**config.mk**
```make
export PLATFORM = sky130hd
export DESIGN_NAME = cpu_core_param
export DESIGN_NICKNAME = d
export VERILOG_FILES = /design/src/rtl/cpu_core_param.sv
export SDC_FILE = /design/constraint.sdc
export NUM_CORES = 1
export LEC_CHECK = 0
export ABC_CLOCK_PERIOD_IN_PS = 3530
export CORE_MARGIN = 1.5
export CORE_UTILIZATION = 40
export CTS_BUF_LIST = sky130_fd_sc_hd__clkbuf_2
export DETAILED_ROUTE_END_ITERATION = 7
export DONT_BUFFER_PORTS = 1
export PLACE_DENSITY = 0.64
export SLEW_MARGIN = 10
export SYNTH_ARGS = -nofsm -noshare
export SYNTH_HDL_FRONTEND = slang
export SYNTH_SLANG_ARGS = --single-unit
```
**constraint.sdc**
```tcl
create_clock -name clk -period 3.53 [get_ports clk]
set_input_delay 0.706 -clock clk [delete_from_list [all_inputs] [get_ports clk]]
set_output_delay 0.706 -clock clk [all_outputs]
set_load 0.005 [all_outputs]
```
**src/rtl/cpu_core_param.sv**
```systemverilog
// Parametrised multi-cycle CPU core: writable instruction memory, start/halt
// handshake, zero/sign/carry flags, conditional branches and a debug read port.
module cpu_core_param #(
  parameter int DW = 8,
  parameter int RB = 2,
  parameter int AW = 4
) (
  input  logic                  clk,
  input  logic                  rst,
  input  logic                  im_we,
  input  logic [AW-1:0]         im_addr,
  input  logic [4+2*RB+DW-1:0]  im_wdata,
  input  logic                  start,
  output logic                  busy,
  output logic                  halted,
  output logic [AW-1:0]         pc,
  output logic                  zf,
  output logic                  sf,
  output logic                  cf,
  input  logic [RB-1:0]         dbg_sel,
  output logic [DW-1:0]         dbg_data,
  output logic [15:0]           retired
);

  localparam int IW = 4 + 2*RB + DW;
  localparam int NR = 2**RB;
  localparam int ND = 2**AW;

  localparam logic [3:0] OP_LDI = 4'h1;
  localparam logic [3:0] OP_MOV = 4'h2;
  localparam logic [3:0] OP_ADD = 4'h3;
  localparam logic [3:0] OP_SUB = 4'h4;
  localparam logic [3:0] OP_AND = 4'h5;
  localparam logic [3:0] OP_OR  = 4'h6;
  localparam logic [3:0] OP_XOR = 4'h7;
  localparam logic [3:0] OP_SHL = 4'h8;
  localparam logic [3:0] OP_SHR = 4'h9;
  localparam logic [3:0] OP_CMP = 4'hA;
  localparam logic [3:0] OP_JMP = 4'hB;
  localparam logic [3:0] OP_JZ  = 4'hC;
  localparam logic [3:0] OP_JNZ = 4'hD;
  localparam logic [3:0] OP_JS  = 4'hE;
  localparam logic [3:0] OP_HLT = 4'hF;

  typedef enum logic [1:0] {
    S_IDLE  = 2'd0,
    S_FETCH = 2'd1,
    S_EXEC  = 2'd2,
    S_HALT  = 2'd3
  } state_e;

  state_e          state_q, state_d;
  logic [AW-1:0]   pc_q, pc_d;
  logic [IW-1:0]   ir_q, ir_d;
  logic [DW-1:0]   regs_q [NR];
  logic [DW-1:0]   regs_d [NR];
  logic            zf_q, zf_d, sf_q, sf_d, cf_q, cf_d;
  logic [15:0]     retired_q, retired_d;
  logic [IW-1:0]   imem_q [ND];

  logic [3:0]      op_s;
  logic [RB-1:0]   rd_s, rs_s;
  logic [DW-1:0]   imm_s, a_s, b_s, result_s;
  logic [DW:0]     sum_s, diff_s, alu_ext_s;
  logic            alu_cf_s, reg_wr_s, flag_upd_s, take_s, imem_we_s;

  assign op_s  = ir_q[IW-1 -: 4];
  assign rd_s  = ir_q[DW+2*RB-1 -: RB];
  assign rs_s  = ir_q[DW+RB-1 -: RB];
  assign imm_s = ir_q[DW-1:0];
  assign a_s   = regs_q[rd_s];
  assign b_s   = regs_q[rs_s];

  // Carry and borrow both fall out of the extra top bit of a DW+1 result.
  assign sum_s    = {1'b0, a_s} + {1'b0, b_s};
  assign diff_s   = {1'b0, a_s} - {1'b0, b_s};
  assign result_s = alu_ext_s[DW-1:0];

  assign imem_we_s = im_we & ~rst & ((state_q == S_IDLE) | (state_q == S_HALT));

  // ALU result, carry and write/flag-update strobes for the instruction in ir
  always_comb begin
    alu_ext_s  = {1'b0, a_s};
    alu_cf_s   = cf_q;
    reg_wr_s   = 1'b0;
    flag_upd_s = 1'b0;
    case (op_s)
      OP_LDI: begin alu_ext_s = {1'b0, imm_s}; reg_wr_s = 1'b1; end
      OP_MOV: begin alu_ext_s = {1'b0, b_s};   reg_wr_s = 1'b1; end
      OP_ADD: begin
        alu_ext_s = sum_s;  alu_cf_s = sum_s[DW];  reg_wr_s = 1'b1; flag_upd_s = 1'b1;
      end
      OP_SUB: begin
        alu_ext_s = diff_s; alu_cf_s = diff_s[DW]; reg_wr_s = 1'b1; flag_upd_s = 1'b1;
      end
      OP_AND: begin
        alu_ext_s = {1'b0, a_s & b_s}; alu_cf_s = 1'b0; reg_wr_s = 1'b1; flag_upd_s = 1'b1;
      end
      OP_OR: begin
        alu_ext_s = {1'b0, a_s | b_s}; alu_cf_s = 1'b0; reg_wr_s = 1'b1; flag_upd_s = 1'b1;
      end
      OP_XOR: begin
        alu_ext_s = {1'b0, a_s ^ b_s}; alu_cf_s = 1'b0; reg_wr_s = 1'b1; flag_upd_s = 1'b1;
      end
      OP_SHL: begin
        alu_ext_s = {a_s, 1'b0}; alu_cf_s = a_s[DW-1]; reg_wr_s = 1'b1; flag_upd_s = 1'b1;
      end
      OP_SHR: begin
        alu_ext_s = {2'b00, a_s[DW-1:1]}; alu_cf_s = a_s[0]; reg_wr_s = 1'b1; flag_upd_s = 1'b1;
      end
      OP_CMP: begin
        alu_ext_s = diff_s; alu_cf_s = diff_s[DW]; flag_upd_s = 1'b1;
      end
      default: begin end
    endcase
  end

  // Branch decision, using the flags as they stood before this instruction
  always_comb begin
    take_s = 1'b0;
    case (op_s)
      OP_JMP:  take_s = 1'b1;
      OP_JZ:   take_s = zf_q;
      OP_JNZ:  take_s = ~zf_q;
      OP_JS:   take_s = sf_q;
      default: take_s = 1'b0;
    endcase
  end

  // Next-state logic of the control FSM
  always_comb begin
    state_d = state_q;
    case (state_q)
      S_IDLE, S_HALT: begin
        if (start) state_d = S_FETCH;
        else       state_d = state_q;
      end
      S_FETCH: state_d = S_EXEC;
      S_EXEC: begin
        if (op_s == OP_HLT) state_d = S_HALT;
        else                state_d = S_FETCH;
      end
      default: state_d = S_IDLE;
    endcase
  end

  // FSM outputs decoded from the current state
  always_comb begin
    busy   = 1'b0;
    halted = 1'b0;
    case (state_q)
      S_FETCH, S_EXEC: busy   = 1'b1;
      S_HALT:          halted = 1'b1;
      default: begin busy = 1'b0; halted = 1'b0; end
    endcase
  end

  // Architectural state updates: pc, ir, registers, flags, retire counter
  always_comb begin
    pc_d      = pc_q;
    ir_d      = ir_q;
    regs_d    = regs_q;
    zf_d      = zf_q;
    sf_d      = sf_q;
    cf_d      = cf_q;
    retired_d = retired_q;
    case (state_q)
      S_IDLE, S_HALT: begin
        if (start) begin
          pc_d      = '0;
          retired_d = 16'h0000;
        end else begin
          pc_d      = pc_q;
          retired_d = retired_q;
        end
      end
      S_FETCH: ir_d = imem_q[pc_q];
      S_EXEC: begin
        if (retired_q != 16'hFFFF) retired_d = retired_q + 16'h0001;
        else                       retired_d = retired_q;
        if (reg_wr_s) regs_d[rd_s] = result_s;
        else          regs_d[rd_s] = regs_q[rd_s];
        if (flag_upd_s) begin
          zf_d = (result_s == '0);
          sf_d = result_s[DW-1];
          cf_d = alu_cf_s;
        end else begin
          zf_d = zf_q;
          sf_d = sf_q;
          cf_d = cf_q;
        end
        if (op_s == OP_HLT) pc_d = pc_q;
        else if (take_s)    pc_d = imm_s[AW-1:0];
        else                pc_d = pc_q + AW'(1);
      end
      default: begin end
    endcase
  end

  // State register and architectural flops with synchronous reset
  always_ff @(posedge clk) begin
    if (rst) begin
      state_q   <= S_IDLE;
      pc_q      <= '0;
      ir_q      <= '0;
      zf_q      <= 1'b0;
      sf_q      <= 1'b0;
      cf_q      <= 1'b0;
      retired_q <= 16'h0000;
      for (int i = 0; i < NR; i++) regs_q[i] <= '0;
    end else begin
      state_q   <= state_d;
      pc_q      <= pc_d;
      ir_q      <= ir_d;
      zf_q      <= zf_d;
      sf_q      <= sf_d;
      cf_q      <= cf_d;
      retired_q <= retired_d;
      regs_q    <= regs_d;
    end
  end

  // Instruction memory keeps its contents across reset; writes only while stopped
  always_ff @(posedge clk) begin
    if (imem_we_s) imem_q[im_addr] <= im_wdata;
  end

  assign pc       = pc_q;
  assign zf       = zf_q;
  assign sf       = sf_q;
  assign cf       = cf_q;
  assign retired  = retired_q;
  assign dbg_data = regs_q[dbg_sel];

endmodule

```
==> flow_summary.html <==
<table>
<tr><th>Metric</th><th>Value</th></tr>
<tr><th colspan="2">Status</th></tr>
<tr><td>Status</td><td>finished clean</td></tr>
<tr><th colspan="2">Finish</th></tr>
<tr><td>Final-stage net count</td><td>1156</td></tr>
<tr><td>Post-route insts no fill</td><td>approximately 1.6k</td></tr>
<tr><td>Synthesis-to-layout area growth</td><td>11.94%</td></tr>
<tr><td>Layout cells sized above 1</td><td>0.2872</td></tr>
<tr><th colspan="2">Clock network</th></tr>
<tr><td>Clk_lat worst skew</td><td>0.94 ns</td></tr>
<tr><td>Sink Count</td><td>329</td></tr>
<tr><td>Total setup buffers inserted after CTS</td><td>0</td></tr>
<tr><td>Htree depth</td><td>3</td></tr>
<tr><td>CTS Root Buffer Type</td><td>sky130_fd_sc_hd__clkbuf_2</td></tr>
<tr><td>Clock transition time at the flip-flop clock pins of the worst setup and hold paths</td><td>0.11 ns</td></tr>
<tr><td>Buffers from clock root to sink, at most</td><td>3</td></tr>
<tr><td>CTS tree</td><td>done</td></tr>
<tr><td>Num CTS Buffers</td><td>85</td></tr>
<tr><th colspan="2">Synthesis</th></tr>
<tr><td>Synthesized instance count</td><td>1001</td></tr>
<tr><td>Synth Register Bits</td><td>329</td></tr>
<tr><td>Summed instance area of the synthesized netlist</td><td>0.01500 mm2</td></tr>
<tr><td>Flip-flop cell with the highest count after synthesis</td><td>sky130_fd_sc_hd__edfxtp_1</td></tr>
<tr><td>Post-synth net total</td><td>1060</td></tr>
<tr><td>Number of enable-type register cells in the synthesized netlist</td><td>256</td></tr>
<tr><td>Synth async-reset ratio</td><td>0</td></tr>
<tr><td>Main area contributors after synthesis</td><td>sky130_fd_sc_hd__edfxtp_1 51%, sky130_fd_sc_hd__mux4_2 15%, sky130_fd_sc_hd__dfxtp_1 9.7%</td></tr>
<tr><td>Proportion of synthesized chip area in sequential cells</td><td>0.6098</td></tr>
<tr><td>Count of distinct cell types in the synthesized netlist</td><td>72</td></tr>
<tr><td>Share of Yosys cell area claimed by the top area cell type</td><td>0.5124</td></tr>
<tr><td>Leading area contributor after synthesis</td><td>sky130_fd_sc_hd__edfxtp_1</td></tr>
<tr><td>Synthesized area per cell</td><td>14.99 um2</td></tr>
<tr><td>Yosys warnings</td><td>0</td></tr>
<tr><th colspan="2">Pwr</th></tr>
<tr><td>Leakage power total</td><td>roughly 5.5 nW</td></tr>
<tr><td>Power Density</td><td>557.9 mW/mm2</td></tr>
<tr><td>Internal power component</td><td>approximately 6.3 mW</td></tr>
<tr><td>Total net switching power</td><td>slightly above 3 mW</td></tr>
<tr><td>Share of power burned in registers</td><td>0.474</td></tr>
<tr><td>Switching share of power</td><td>0.3256</td></tr>
<tr><td>Maximum vdd ir drop</td><td>0.3414 mV</td></tr>
<tr><td>Clock group share of total power</td><td>0.272</td></tr>
<tr><td>Comb power frac</td><td>0.254</td></tr>
<tr><th colspan="2">Worst hold path</th></tr>
<tr><td>HP Class</td><td>primary input to flip-flop</td></tr>
<tr><th colspan="2">Worst setup path</th></tr>
<tr><td>Highest cell delay on the worst timing path</td><td>approximately 0.56 ns</td></tr>
<tr><td>CP Data Required Time</td><td>approximately 4.4 ns</td></tr>
<tr><td>Critical-path cell list</td><td>mux4_2 -&gt; ha_1 -&gt; fa_1 -&gt; nor3_1 -&gt; nor3_2 -&gt; a221o_1 -&gt; a2111oi_4 -&gt; a21oi_1 -&gt; mux2i_1 -&gt; nor2_1</td></tr>
<tr><td>Critical-path maximum fanout</td><td>4</td></tr>
<tr><td>Critical path startpoint category</td><td>flip-flop</td></tr>
<tr><td>Endpoint arrival time on the critical path</td><td>around 4.2 ns</td></tr>
<tr><td>Worst path slowest cell</td><td>sky130_fd_sc_hd__mux4_2</td></tr>
<tr><td>Crit path capture type</td><td>flip-flop</td></tr>
<tr><td>Crit Path Category</td><td>flip-flop to flip-flop</td></tr>
<tr><th colspan="2">Floorplanning</th></tr>
<tr><td>Total I/O pin count</td><td>59</td></tr>
<tr><td>Die Span X</td><td>roughly 200 um</td></tr>
<tr><td>Die Area</td><td>0.03868 mm2</td></tr>
<tr><td>Die height</td><td>196.7 um</td></tr>
<tr><td>Site row count</td><td>70</td></tr>
<tr><td>Area of the core</td><td>0.03679 mm2</td></tr>
<tr><td>Initial Utilization</td><td>0.4079</td></tr>
<tr><th colspan="2">Timing</th></tr>
<tr><td>Highest clock frequency the design can meet</td><td>299.2 MHz</td></tr>
<tr><td>Period Utilization, post-route</td><td>0.9468</td></tr>
<tr><td>Final Max Tran Viols</td><td>0</td></tr>
<tr><td>Actual transition at the worst max-transition pin</td><td>0.8234 ns</td></tr>
<tr><td>Hold Vio Cnt, Final</td><td>0</td></tr>
<tr><td>Minimum period implied by the final worst setup slack</td><td>~3.3 ns</td></tr>
<tr><td>Setup repair after global routing missed its margin</td><td>no</td></tr>
<tr><td>Worst setup skew after layout</td><td>0.06449 ns</td></tr>
<tr><td>Final Setup Violations</td><td>0</td></tr>
<tr><td>Setup_tns</td><td>0 ns</td></tr>
<tr><td>Rel. slew slack</td><td>0.4490</td></tr>
<tr><th colspan="2">Global route</th></tr>
<tr><td>Number of antenna violations at the first check in global routing</td><td>3</td></tr>
<tr><td>Largest net degree at the start of global routing</td><td>59</td></tr>
<tr><td>Global-route met2 utilization</td><td>0.3033</td></tr>
<tr><td>Global-route track usage on met3</td><td>0.05476</td></tr>
<tr><td>Most used routing layer in global routing</td><td>met2</td></tr>
<tr><td>Vias in the first global route</td><td>9272</td></tr>
<tr><td>Met1 Track Usage GR</td><td>0.2571</td></tr>
<tr><td>Total track usage</td><td>0.1930</td></tr>
<tr><td>Sum of overflow across all layers after global routing</td><td>0</td></tr>
<tr><td>Wire length of the first global-routing pass</td><td>56.12 mm</td></tr>
<tr><th colspan="2">Placement</th></tr>
<tr><td>Final HPWL DP</td><td>23.75 mm</td></tr>
<tr><td>Placer's final routability congestion estimate</td><td>around 0.89</td></tr>
<tr><td>Placed insts</td><td>1458</td></tr>
<tr><td>Total of buffers placed on input and output ports</td><td>0</td></tr>
<tr><th colspan="2">Drt</th></tr>
<tr><td>Number of vias in the routed layout</td><td>around 9k</td></tr>
<tr><td>Average detailed-routed wire length per instance</td><td>22.21 um</td></tr>
<tr><td>Number of detailed-routing iterations run before antenna repair</td><td>4</td></tr>
<tr><td>Number of violations reported at the end of detailed-routing iteration 0</td><td>679</td></tr>
<tr><td>Wire length reported by the detailed router</td><td>36.11 mm</td></tr>
<tr><td>Remaining number of nets flagged by the antenna check after routing</td><td>0</td></tr>
<tr><td>DRC violation count after routing</td><td>0</td></tr>
<tr><td>Vias per inst</td><td>~5.6</td></tr>
<tr><th colspan="2">Job</th></tr>
<tr><td>Max cap viols</td><td>0</td></tr>
</table>
## synthesized netlist by cell type, types with 3 or more instances
cell	n
sky130_fd_sc_hd__nand4_1	3
sky130_fd_sc_hd__clkbuf_1	34
sky130_fd_sc_hd__or2_2	6
sky130_fd_sc_hd__nor2_1	93
sky130_fd_sc_hd__xor2_1	10
sky130_fd_sc_hd__o21ai_0	12
sky130_fd_sc_hd__nand3b_1	6
sky130_fd_sc_hd__dfxtp_1	73
sky130_fd_sc_hd__and2_1	4
sky130_fd_sc_hd__inv_1	29
sky130_fd_sc_hd__o211ai_1	3
sky130_fd_sc_hd__mux2i_1	34
sky130_fd_sc_hd__and3_1	4
sky130_fd_sc_hd__nor3_1	14
sky130_fd_sc_hd__nor2b_1	5
sky130_fd_sc_hd__mux4_2	103
sky130_fd_sc_hd__nor3b_1	3
sky130_fd_sc_hd__a221oi_1	4
sky130_fd_sc_hd__edfxtp_1	256
sky130_fd_sc_hd__nor4_1	3
sky130_fd_sc_hd__xnor2_1	8
sky130_fd_sc_hd__buf_6	3
sky130_fd_sc_hd__a31oi_1	3
sky130_fd_sc_hd__nand2_1	54
sky130_fd_sc_hd__a21o_1	6
sky130_fd_sc_hd__o22ai_1	6
sky130_fd_sc_hd__buf_1	4
sky130_fd_sc_hd__a211oi_1	13
sky130_fd_sc_hd__ha_1	31
sky130_fd_sc_hd__o221ai_1	5
sky130_fd_sc_hd__nand2b_1	10
sky130_fd_sc_hd__nor4b_1	3
sky130_fd_sc_hd__o21bai_1	4
sky130_fd_sc_hd__o31ai_1	3
sky130_fd_sc_hd__a21oi_1	41
sky130_fd_sc_hd__buf_2	19
sky130_fd_sc_hd__nand3_1	34
sky130_fd_sc_hd__mux2_2	7
## final timing paths
kind	startpoint	to	slack (ns)	depth (start not counted)
worst max-delay path	ir_q[9]	regs_q[28]	0.19	10
worst min-delay path	rst	retired[15]	0.18	3
worst max register to register	ir_q[9]	regs_q[28]	0.19	10
worst min register to register	cf	cf	0.49	2
## sequential cells by signal (all words and copies together) (netlist names)
register / flops
cf: 1
imem_q: 256
ir_q: 16
pc: 4
regs_q: 32
retired: 16
sf: 1
state_q: 2
zf: 1
## logic make-up after synthesis
logic type | after synthesis | share of synthesized area
AO/OA/AOI/OAI | 129 | 0.05996
XOR/XNOR | 18 | 0.01051
buffers and inverters | 92 | 0.02635
flip-flops | 329 | 0.6098
adder cells (fa/ha/maj) | 33 | 0.02852
AND/OR/NAND/NOR | 255 | 0.08131
multiplexers | 145 | 0.1836
## power groups by stage
stage                     Clock [mW]  Sequential (mW)  Combinational [mW]
final                           2.54             4.45                2.38
after global routing            2.84             4.47                2.58
after CTS                       2.67             4.45                2.36
after detailed placement           0             4.54                2.28
after global placement             0             4.53                2.28
after floorplan                    0             4.43                1.69
## stage by stage
stage          setup slack, ns  utilization  hold WS (ns)  total power [mW]  area (um2)
6_report                0.1876       0.4566        0.1839             9.370       16790
5_1_grt                0.04748       0.4566       0.05967             9.893       16790
4_1_cts                0.03269       0.4559       0.04899             9.470       16770
3_5_place_dp           0.08728       0.4293        0.4639             6.815       15790
3_3_place_gp           0.08720       0.4293        0.4605             6.809       15790
2_1_floorplan           0.4261            -        0.4527             6.123       15000
## metal layers
layer,up-vias,wire length [um]
met4,2,884
li1,4150,-
met2,310,16980
met3,73,2417
met5,-,16
met1,4608,15810
## cell usage in the layout, fill, tap and decap left out, drive strengths merged, types with 6 or more instances in the layout
master | netlist | routed
dfxtp | 73 | 73
mux4 | 103 | 103
a211oi | 15 | 15
nor2 | 93 | 93
ha | 31 | 31
or2 | 7 | 7
clkbuf | 34 | 120
a21o | 6 | 6
edfxtp | 256 | 256
nand3b | 6 | 6
buf | 27 | 51
o22ai | 6 | 6
xor2 | 10 | 10
dlygate4sd3 | 0 | 19
inv | 30 | 34
mux2i | 34 | 34
clkinv | 1 | 21
mux2 | 8 | 8
xnor2 | 8 | 8
o21ai | 12 | 12
a21oi | 42 | 42
nand3 | 34 | 34
nand2 | 54 | 54
nand2b | 10 | 10
nor3 | 14 | 14
## what timing repair did
item | CTS | global route
hold endpoints to repair | 313 | 0
gates resized for setup | 0 | 4
hold buffers | 20 | 0
endpoints found under the setup margin | 0 | 9
## final cells by class
type / count / area (um2)
inverter: 31 / 116.4
timing repair buffer: 70 / 643.1
sequential: 329 / 9159
clock buffer: 120 / 600.6
clock inverter: 26 / 158.9
fill: 3290 / 19990
tap: 468 / 585.6
multi-input combinational: 580 / 5527
antenna: 2 / 5.005
## worst max-delay path: cells and delay by family, from the launching register on
family / cells / cell delay (ns)
AO/OA/AOI/OAI: 3 / 0.97
flip-flops: 1 / 0.38
AND/OR/NAND/NOR: 3 / 0.42
adder cells (fa/ha/maj): 2 / 0.75
multiplexers: 2 / 0.72
(Power assumes the default switching activity.)
